**src/rtl/pipe_stall_ctrl.sv**
```systemverilog
// Stall/flush sequencer for the 5-stage pipeline: merges load-use, multi-cycle EX and flush requests.
// Optional macro STALL_PERF_EN adds a saturating stalled-cycle counter output.
module pipe_stall_ctrl #(
  parameter int unsigned MC_CNT_W  = 6,
  parameter int unsigned FLUSH_LEN = 2
) (
  input  logic                clk,
  input  logic                rst,
  input  logic                stallreq_id_i,
  input  logic                mc_start_i,
  input  logic [MC_CNT_W-1:0] mc_cycles_i,
  input  logic                mc_cancel_i,
  input  logic                flush_req_i,
  output logic [5:0]          stall_o,
  output logic                flush_o,
  output logic                mc_busy_o,
  output logic                mc_done_o,
  output logic [MC_CNT_W-1:0] mc_cnt_o
`ifdef STALL_PERF_EN
  ,
  output logic [31:0]         perf_stall_cnt_o
`endif
);

  localparam int unsigned FlW = (FLUSH_LEN > 1) ? $clog2(FLUSH_LEN) : 1;

  typedef enum logic [1:0] {StIdle, StBusy, StDone, StFlush} state_e;

  state_e              state_q, state_d;
  logic [MC_CNT_W-1:0] cnt_q, cnt_d;
  logic [FlW-1:0]      fcnt_q, fcnt_d;
  logic [MC_CNT_W-1:0] len_eff;
  logic                ex_stall;

  assign len_eff = (mc_cycles_i == '0) ? MC_CNT_W'(1) : mc_cycles_i;

  // The start cycle itself counts as the first EX cycle, so BUSY covers L-2 cycles.
  always_comb begin
    state_d = state_q;
    cnt_d   = cnt_q;
    fcnt_d  = fcnt_q;
    if (state_q != StFlush && flush_req_i) begin
      state_d = StFlush;
      cnt_d   = '0;
      fcnt_d  = FlW'(FLUSH_LEN - 1);
    end else begin
      unique case (state_q)
        StIdle: begin
          if (mc_start_i) begin
            if (len_eff > MC_CNT_W'(2)) begin
              state_d = StBusy;
              cnt_d   = len_eff - MC_CNT_W'(2);
            end else begin
              state_d = StDone;
            end
          end
        end
        StBusy: begin
          if (mc_cancel_i) begin
            state_d = StIdle;
            cnt_d   = '0;
          end else begin
            if (cnt_q != '0) cnt_d = cnt_q - MC_CNT_W'(1);
            if (cnt_q <= MC_CNT_W'(1)) state_d = StDone;
          end
        end
        StDone: state_d = StIdle;
        StFlush: begin
          if (fcnt_q == '0) state_d = StIdle;
          else              fcnt_d  = fcnt_q - FlW'(1);
        end
        default: state_d = StIdle;
      endcase
    end
  end

  always_ff @(posedge clk or negedge rst) begin
    if (!rst) begin
      state_q <= StIdle;
      cnt_q   <= '0;
      fcnt_q  <= '0;
    end else begin
      state_q <= state_d;
      cnt_q   <= cnt_d;
      fcnt_q  <= fcnt_d;
    end
  end

  assign ex_stall = (state_q == StIdle && mc_start_i && len_eff > MC_CNT_W'(1)) ||
                    (state_q == StBusy);

  always_comb begin
    stall_o = 6'b000000;
    if (flush_req_i || state_q == StFlush) stall_o = 6'b000000;
    else if (ex_stall)                     stall_o = 6'b001111;
    else if (stallreq_id_i)                stall_o = 6'b000111;
  end

  assign mc_busy_o = ex_stall;
  assign flush_o   = (state_q == StFlush);
  assign mc_done_o = (state_q == StDone);
  assign mc_cnt_o  = cnt_q;

`ifdef STALL_PERF_EN
  logic [31:0] perf_q, perf_d;

  always_comb begin
    perf_d = perf_q;
    if (stall_o != 6'b000000 && perf_q != 32'hFFFF_FFFF) perf_d = perf_q + 32'd1;
  end

  always_ff @(posedge clk or negedge rst) begin
    if (!rst) perf_q <= '0;
    else      perf_q <= perf_d;
  end

  assign perf_stall_cnt_o = perf_q;
`endif

endmodule

```
**config.mk**
```make
export PLATFORM = sky130hd
export DESIGN_NAME = pipe_stall_ctrl
export DESIGN_NICKNAME = d
export VERILOG_FILES = /design/src/rtl/pipe_stall_ctrl.sv
export SDC_FILE = /design/constraint.sdc
export NUM_CORES = 1
export LEC_CHECK = 0
export BUFFER_PORTS_ARGS = -buffer_cell sky130_fd_sc_hd__buf_2
export CORE_MARGIN = 8
export CORE_UTILIZATION = 49
export DETAILED_ROUTE_END_ITERATION = 12
export HOLD_SLACK_MARGIN = 0.08
export PLACE_DENSITY = 0.83
export RECOVER_POWER = 25
export SYNTH_ARGS = -nofsm -noshare
export SYNTH_HDL_FRONTEND = slang
export SYNTH_SLANG_ARGS = --single-unit
```
**constraint.sdc**
```tcl
create_clock -name clk -period 2.6 [get_ports clk]
set_clock_uncertainty 0.2 [all_clocks]
set_input_delay 0.39 -clock clk [delete_from_list [all_inputs] [get_ports clk]]
set_output_delay 0.39 -clock clk [all_outputs]
set_load 0.1 [all_outputs]
```
Word-level counts from Yosys, hierarchy flattened
Cells that the tools add are included.

word-level totals
  input port bits = 12
  output and inout bits = 15
  word-level logic and storage cells = 50
  flip-flop bits (word level) = 9

cells by class
  muxes and demuxes = 20
  equality and inequality tests = 9
  order comparisons = 3
  add/subtract/negate cells = 3
  reduce and logical (&&, ||, !) cells = 12

operators by type and width
  kind                                                                     count
  6-bit 2-to-1 mux                                                         6
  2-bit 2-to-1 mux                                                         6
  6-bit case mux with 2 select lines                                       1
  4-bit 2-to-1 mux                                                         2
  4-bit inequality test, second input constant                             2
  2-bit case mux with 4 select lines                                       1
  6-bit by 1-bit > comparator with 1-bit output, second input constant     1
  6-bit by 2-bit > comparator with 1-bit output, second input constant     1
  6-bit by 1-bit <= comparator with 1-bit output, second input constant    1
  6-bit logical NOT                                                        1
  3-bit inequality test, second input constant                             2
  6-bit nonzero test                                                       1
  6-bit by 1-bit subtractor with 6-bit output, second input constant       1
  6-bit by 2-bit subtractor with 6-bit output, second input constant       1
  2-bit equality test, second input constant                               2
  4-bit AND reduction                                                      1
  1-bit logical AND                                                        3
  1-bit 2-to-1 mux                                                         3
  3-bit 2-to-1 mux                                                         1
  3-bit by 2-bit inequality test with 1-bit output, second input constant  1
  3-bit AND reduction                                                      1
  3-bit nonzero test                                                       1
  2-bit by 1-bit equality test with 1-bit output, second input constant    1
  2-bit logical NOT                                                        1
  other kinds (4)                                                          5

Depth between registers and ports, before layout
Gate-level depths: netlist of run 1.

  depth after elaboration = 7
  mapped depth = 6
  depth with buffers taken out = 6

Worst setup path before layout of run 1
Ideal clock, no wire load.

  path kind = register to output
  from = register state_q[1]
  to = output port stall_o[1]
  buffers on the path = 2
  stages on the path, launching flop included = 6
  arrival time = 2.852 ns
  path slack = -0.842 ns
  data required time = 2.010 ns
  cells stage by stage = dfrtp_1 clkbuf_1 inv_1 o21ai_1 a21oi_1 buf_4

on the way
  cells in the longest elaborated chain, start to end = 6
  elaborated cells between the ends (all ways) = 9
  classes of those cells = eq/ne: 2; mux: 2; reduce/logical: 5

ends and longest elaborated chain
  item                             RTL line  source
  from (decl)                      29        state_e state_q, state_d;
  from (signal assigned)           79        state_q <= StIdle;
  from (signal assigned)           83        state_q <= state_d;
  2-bit logical NOT                89        assign ex_stall = (state_q == StIdle && mc_start_i && len_eff > MC_CNT_W'(1)) ||
  1-bit logical AND (2 in series)  89
  1-bit logical OR                 89
  4-bit 2-to-1 mux                 95        else if (ex_stall) stall_o = 6'b001111;
  4-bit 2-to-1 mux (*)             94        if (flush_req_i || state_q == StFlush) stall_o = 6'b000000;
  to (decl)                        14        output logic [5:0] stall_o,

Every way passes the cells marked *; elsewhere a longest branch is shown, timed or not.

Final worst setup path of run 1
  from = register state_q[1]
  to = output port stall_o[2]

The elaborated chain is that of the path after synthesis.

==> results of run 1 <==
-- logic make-up (layout without fill, tap and decap cells) --
logic type	Yosys count	count (layout)	share of synthesized area [%]
xor+xnor	4	4	4.21
compound gates	26	26	20.9
flops	9	9	27.1
buf+inv	17	39	9.62
mux	3	3	4.81
other cells	1	2	0.451
fa+ha+maj	3	3	4.51
simple gates	41	41	28.4
-- per-stage QoR --
stage                     hold slack (ps)  area, sq um
final                                 277          987
after global routing                  291          987
after CTS                             265          988
after detailed placement             46.7          952
after global placement               44.6          952
after floorplan                      -106          850
-- worst reg2reg max path, stage by stage, from the launching register on --
cell	delay (ps)
dfrtp_1	480
or4b_1	710
nor3_2	230
a21oi_2	110
mux2_4	310
-- Yosys cell counts, types with 2 or more instances --
master and count:
or4b_1 2, inv_1 9, ha_1 3, nor3_1 5
dfrtp_1 9, nor2_1 8, a211oi_1 2, a32o_1 2
nor4_1 4, xnor2_1 3, and3_1 3, a21oi_1 6
buf_4 4, mux2_4 2, nand2_1 5, o22ai_1 6
o21ai_0 3, nand3_1 3, clkbuf_1 3, nand2b_1 2
-- worst paths after layout --
path                              from           to  slack [ps]  cells past startpoint
max                         state_q[1]   stall_o[2]         250                      4
min                        mc_cancel_i   state_q[1]         280                      4
max reg2reg                 state_q[1]  mc_cnt_o[0]         450                      4
min reg2reg                     fcnt_q       fcnt_q         360                      2
max in group asynchronous          rst  mc_cnt_o[1]        1500                      2
min in group asynchronous          rst  mc_cnt_o[5]         390                      2
-- final cells by class --
cell class | count | area [sq um]
Fill cell | 161 | 664
Multi-Input combinational cell | 79 | 544
Sequential cell | 9 | 225
Timing Repair Buffer | 26 | 136
Inverter | 9 | 33.8
Clock buffer | 4 | 26.3
Tap cell | 17 | 21.3
-- state kept, by name, indices dropped and copies added (netlist names) --
signal and count:
fcnt_q 1, state_q 2, mc_cnt_o 6
-- routing by layer --
layer  vias to the layer above  share of wire [%]  track usage, %
li1                        423                  -               -
met1                       394                 43            15.0
met3                         0                6.3            4.43
met2                        33                 51            22.9
met5                         -                  0               0
met4                         0                  0            2.01
-- what timing repair did --
action | in CTS | in global routing
gates resized for setup | 0 | 0
hold buffers | 1 | 0
endpoints found under the hold margin | 9 | 0
setup endpoints to repair | 0 | 0
==> impl_metrics.py, run 1 <==
metrics = {
    "timing": {
        "fin_tns_setup_ps": 0,
        "relSlewSlack_pct": 65.7,
        "slew_viol_final": 0,
        "setup_slack_ps": 253,
        "post-route-period-util_pct": 90.3,
        "rsz0062_at_grt": "no",
        "hold_viol_final": 0,
        "setup_viol": 0,
        "fmax_ghz": 0.426,
        "tightest_slew_ps": 508,
        "final.min_clock_period_ps": 2350,
    },
    "cells_and_area": {
        "syn2layout_area_growth_pct": 18.6,
        "instances_no_fill": 144,
        "nets": 143,
        "final_cell_mix": "buf_2, inv_1, dfrtp_1",
        "fin_util_pct": 59.8,
        "layout_commonest_cell": "buf_2",
        "antenna_cells": 0,
        "drive_gt1_share_pct": 26.0,
    },
    "critical_path": {
        "path_cells": "inv_1 > o21ai_1 > a21oi_4 > buf_2",
        "cp_top_family": "buffers and inverters",
        "critPathKind": "flip-flop to output port",
        "crit_required_ps": 2010,
        "start_kind": "flip-flop",
        "crit_path_end_kind": "output port",
        "slowest_delay_ps": 480,
        "cp.arrival_ps": 1760,
        "slowest_stage": "dfrtp_1",
        "crit_fanout": 11,
        "path_buf_inv": 2,
    },
    "floorplan": {
        "initial_core_util_pct": 50.4,
        "die_area_sq_um": 3270,
        "core_area_sq_um": 1650,
        "num_io_pins": 27,
        "fp-row-count": 15,
        "die_height_um": 57.2,
        "die_w_um": 57.2,
    },
    "grt": {
        "grt_pass1_wl_mm": 3.55,
        "antenna_found_initial": 0,
        "grt-ovfl-total": 0,
        "grt_pass1_vias": 814,
        "grt_use_total_pct": 13.0,
        "grt_max_degree": 13,
    },
    "synth": {
        "ys_seq_elements": 9,
        "synth_warnings": 0,
        "synth_top_area_share_pct": 27.1,
        "syn-instance-count": 104,
        "yosysTopAreaCell": "dfrtp_1",
        "ys_types": 40,
        "ys_seq_area_share_pct": 27.1,
        "ys.flop_type": "dfrtp_1",
        "synth-edff-count": 0,
        "synth_area_leaders": "dfrtp_1, ha_1, o22ai_1, inv_1, a21oi_1",
        "synth_area_sq_um": 832,
        "postSynthAreaPerCell_sq_um": 8.00,
        "async_reset_ff_share_pct": 100,
    },
    "routing": {
        "wire_per_inst_um": 14.8,
        "drc": 0,
        "via_count": 850,
        "ant_nets": 0,
        "drtIter0Drc": 29,
        "drt_wl_total_mm": 2.13,
        "dr.pass1.iters": 4,
        "avgViaCountPerCell": 5.90,
    },
    "clock_network": {
        "clkTransAtPathRegs_ps": 60,
        "cts_tree": "yes",
        "clock_sinks": 9,
        "clockRootBuffer": "clkbuf_4",
        "cts_setup_buffers": 0,
        "cts_buffer_depth": 2,
        "clk_latency_ps": 250,
        "htreeDepth": 1,
        "cts_buffers": 3,
    },
    "outcome": {
        "outcome": "finished clean",
    },
    "place": {
        "portBuffers": 24,
        "place_hpwl_mm": 1.74,
        "pre_cts_slack_ps": 266,
        "gp_congestion": 0.901,
        "dp_cells": 139,
    },
    "run": {
        "maxCapViolations": 0,
    },
    "hold_path": {
        "min_path_type": "primary input to flip-flop",
    },
}
Power of run 1 is left out: the tool's default activity adds up to more than one toggle a clock period on the data nets, which glitch-free logic cannot reach.
==> run 2: changes to the inputs <==
CTS_CLUSTER_DIAMETER = 40   (was unset)
PLACE_DENSITY = unset   (was 0.83)
PLACE_DENSITY_LB_ADDON = 0.25   (was unset)
==> run 2 against run 1 <==
Against the previous run:
- critical path depth is the same
- fmax shrank 0.19%
- via count grew 0.82%
- register-to-register slack is essentially flat
- utilization is the same
- sequential share of layout area is the same
==> impl_metrics.py, run 2 (synthesized netlist as in run 1, its figures left out) <==
metrics = {
    "cells_and_area": {
        "nFillCells": 169,
        "layout_commonest_cell": "buf_2",
        "antenna_cells": 0,
        "nets": 143,
        "largest_register_ffs": 6,
        "seq_area_sq_um": 225,
        "syn2layout_area_growth_pct": 18.6,
        "multi_input_area_sq_um": 544,
        "fin_util_pct": 59.8,
        "final_cell_mix": "buf_2, inv_1, dfrtp_1",
        "drive_gt1_share_pct": 26.0,
    },
    "place": {
        "pre_cts_slack_ps": 273,
        "gp_congestion": 0.897,
        "portBuffers": 24,
        "place_hpwl_mm": 1.73,
    },
    "timing": {
        "hold_viol_final": 0,
        "setup_slack_ps": 249,
        "post-route-period-util_pct": 90.4,
        "fmax_ghz": 0.425,
        "rsz0062_at_grt": "no",
        "slew_viol_final": 0,
        "final.min_clock_period_ps": 2350,
        "setup_viol": 0,
        "hold-worst-slack_ps": 261,
        "fin_tns_setup_ps": 0,
    },
    "grt": {
        "grt_pass1_wl_mm": 3.51,
        "grt_pass1_vias": 864,
        "grt_max_degree": 13,
        "antenna_found_initial": 0,
        "grt_use_total_pct": 12.9,
        "grt-ovfl-total": 0,
    },
    "clock_network": {
        "cts_setup_buffers": 0,
        "htreeDepth": 1,
        "clock_sinks": 9,
        "clockRootBuffer": "clkbuf_4",
        "clk_latency_ps": 260,
        "cts_tree": "yes",
        "cts-resized-gates": 0,
        "postCtsHoldBufs": 1,
        "clkTransAtPathRegs_ps": 50,
        "cts_buffer_depth": 2,
        "cts_buffers": 3,
    },
    "critical_path": {
        "slowest_delay_ps": 470,
        "crit_fanout": 11,
        "crit_path_end_kind": "output port",
        "cp_num_cells": 4,
        "path_cells": "inv_1 > o21ai_1 > a21oi_4 > buf_2",
        "cp_top_family": "buffers and inverters",
        "path_buf_inv": 2,
        "crit_required_ps": 2010,
        "r2r_slack_ps": 460,
        "slowest_stage": "dfrtp_1",
        "r2r_cells": 4,
        "start_kind": "flip-flop",
        "cp.arrival_ps": 1760,
        "critPathKind": "flip-flop to output port",
    },
    "floorplan": {
        "die_w_um": 57.2,
        "initial_core_util_pct": 50.4,
        "die_area_sq_um": 3270,
        "num_io_pins": 27,
        "core_area_sq_um": 1650,
        "fp-row-count": 15,
        "die_height_um": 57.2,
    },
    "routing": {
        "drt_wl_total_mm": 2.10,
        "via_count": 857,
        "drtIter0Drc": 12,
        "dr.pass1.iters": 4,
        "drc": 0,
        "ant_nets": 0,
        "avgViaCountPerCell": 5.95,
        "wire_per_inst_um": 14.6,
    },
    "run": {
        "maxCapViolations": 0,
    },
    "hold_path": {
        "min_path_type": "primary input to flip-flop",
        "hold_depth": 4,
    },
    "outcome": {
        "outcome": "finished clean",
    },
}
==> run 2: final timing paths <==
kind                             startpoint           to
max in group asynchronous               rst   state_q[1]
min in group asynchronous               rst  mc_cnt_o[1]
worst min register to register       fcnt_q       fcnt_q
worst max-delay path             state_q[1]   stall_o[0]
worst max register to register   state_q[1]  mc_cnt_o[0]
worst min-delay path            mc_cancel_i   state_q[1]
==> run 2: cell type report <==
type                    count  area share (%)
repair buffers             26            13.8
flip-flops and latches      9            22.8
well taps                  17            2.15
multi-input cells          79            55.1
clock buffers               4            2.66
inverters                   9            3.42
==> run 2: layer usage <==
metal	wire length [um]	track usage [%]	vias to the layer above
met3	121	5.10	0
met5	0	0	-
met4	0	5.03	0
met2	1050	21.1	32
met1	934	14.5	399
li1	-	-	426
==> run 2: worst reg2reg max path: stages, from the launching register on <==
cell and delay [ps]:
dfrtp_1 470, or4b_1 700, nor3_2 230, a21oi_2 110, mux2_4 320
==> run 2: through the flow <==
stage	cell area [sq um]	instances
global placement	952	139
CTS	988	144
finish	987	144
detailed placement	952	139
global route	987	144
floorplan	850	105
Power of run 2 is left out for the same reason.
==> run 3: changes to the inputs <==
PLACE_DENSITY = 0.78   (was unset)
PLACE_DENSITY_LB_ADDON = unset   (was 0.25)
==> run 3 against run 2 <==
Against the previous run:
- non-clock buffer count stayed put
- worst hold slack better by 15 ps
- sequential share of layout area stayed put
- worst setup slack worse by 23 ps
- cell area is the same
- sequential cell count stayed put
- critical path depth unchanged
- register-to-register slack got worse by 40 ps
- first-iteration DRC count increased by 130%
- critical endpoint is now stall_o[2]
- highest routed layer unchanged
==> impl_metrics.py, run 3 (synthesized netlist as in run 1, its figures left out) <==
metrics = {
    "critical_path": {
        "crit_fanout": 11,
        "r2r-end": "mc_cnt_o[1]",
        "r2r_cells": 6,
        "cp.arrival_ps": 1780,
        "startpoint": "state_q[1]",
        "start_kind": "flip-flop",
        "crit_required_ps": 2010,
        "crit_path_end_kind": "output port",
        "r2r_slack_ps": 420,
        "reg2reg_from": "mc_cnt_o[0]",
        "critPathKind": "flip-flop to output port",
    },
    "cells_and_area": {
        "final_cell_mix": "buf_2, inv_1, dfrtp_1",
        "nets": 143,
        "layout_commonest_cell": "buf_2",
        "fin_util_pct": 59.8,
        "instances_no_fill": 144,
        "largest_register_ffs": 6,
        "antenna_cells": 0,
        "syn2layout_area_growth_pct": 18.6,
        "drive_gt1_share_pct": 26.0,
    },
    "place": {
        "place_hpwl_mm": 1.78,
        "portBuffers": 24,
        "dp_cells": 139,
        "gp_congestion": 0.898,
        "pre_cts_slack_ps": 277,
    },
    "timing": {
        "final.min_clock_period_ps": 2370,
        "relSlewSlack_pct": 65.0,
        "tightest_slew_ps": 518,
        "setup_slack_ps": 226,
        "post-route-period-util_pct": 91.3,
        "fin_tns_setup_ps": 0,
        "setup_viol": 0,
        "rsz0062_at_grt": "no",
        "fmax_ghz": 0.421,
        "hold_viol_final": 0,
        "slew_viol_final": 0,
    },
    "routing": {
        "wire_per_inst_um": 15.0,
        "drt_wl_total_mm": 2.15,
        "ant_nets": 0,
        "via_count": 844,
        "dr.pass1.iters": 4,
        "avgViaCountPerCell": 5.86,
        "drtIter0Drc": 27,
        "drc": 0,
    },
    "grt": {
        "grt_use_met3_pct": 4.21,
        "grt_util_met2_pct": 22.9,
        "grt_pass1_wl_mm": 3.65,
        "grt_max_degree": 13,
        "grt-ovfl-total": 0,
        "grt_use_total_pct": 13.4,
        "use_met1_pct": 15.7,
        "grt_pass1_vias": 851,
        "antenna_found_initial": 0,
        "top_usage_layer": "met2",
    },
    "clock_network": {
        "cts_setup_buffers": 0,
        "clock_sinks": 9,
        "cts_tree": "yes",
        "cts_buffer_depth": 2,
        "clk_latency_ps": 260,
        "clkTransAtPathRegs_ps": 60,
        "clockRootBuffer": "clkbuf_4",
        "cts_buffers": 3,
        "htreeDepth": 1,
    },
    "hold_path": {
        "hold_start": "mc_cancel_i",
        "min_to": "state_q[1]",
        "min_path_type": "primary input to flip-flop",
        "hold_depth": 4,
    },
    "floorplan": {
        "num_io_pins": 27,
        "fp-row-count": 15,
        "die_height_um": 57.2,
        "die_area_sq_um": 3270,
        "core_area_sq_um": 1650,
        "die_w_um": 57.2,
        "initial_core_util_pct": 50.4,
    },
    "run": {
        "maxCapViolations": 0,
    },
    "outcome": {
        "outcome": "finished clean",
    },
}
run 3: routing by layer:
metal  vias up  part of all wire, %
met4         0                    0
met2        30                   50
li1        420                    -
met1       394                   44
met5         -                    0
met3         0                  5.3
run 3: critical path, cell delays in order, from the launching register on:
cell,delay (ps)
dfrtp_1,480
inv_1,240
o21ai_1,200
a21oi_4,170
buf_2,440
run 3: cell type report:
class	instances	area [sq um]
Clock buffer	4	26.3
Timing Repair Buffer	26	136
Sequential cell	9	225
Multi-Input combinational cell	79	544
Tap cell	17	21.3
Inverter	9	33.8
Fill cell	164	664
run 3: stage by stage:
stage                     hold slack (ps)  cell area [sq um]
after floorplan                      -106                850
after global placement               44.2                952
after detailed placement             48.6                952
after CTS                             269                988
after global routing                  302                987
final                                 276                987
run 3: worst max-delay path by stage:
stage | end | cells after the start
2_1_floorplan | flush_o | 3
3_3_place_gp | stall_o[0] | 6
3_5_place_dp | stall_o[2] | 6
4_1_cts | stall_o[2] | 4
5_1_grt | stall_o[0] | 6
6_report | stall_o[2] | 4
run 3: timing repair:
item / CTS / global route
setup endpoints to repair: 0 / 0
hold buffers: 1 / 0
endpoints found under the hold margin: 9 / 0
gates resized for setup: 0 / 0
Power of run 3 is left out for the same reason.
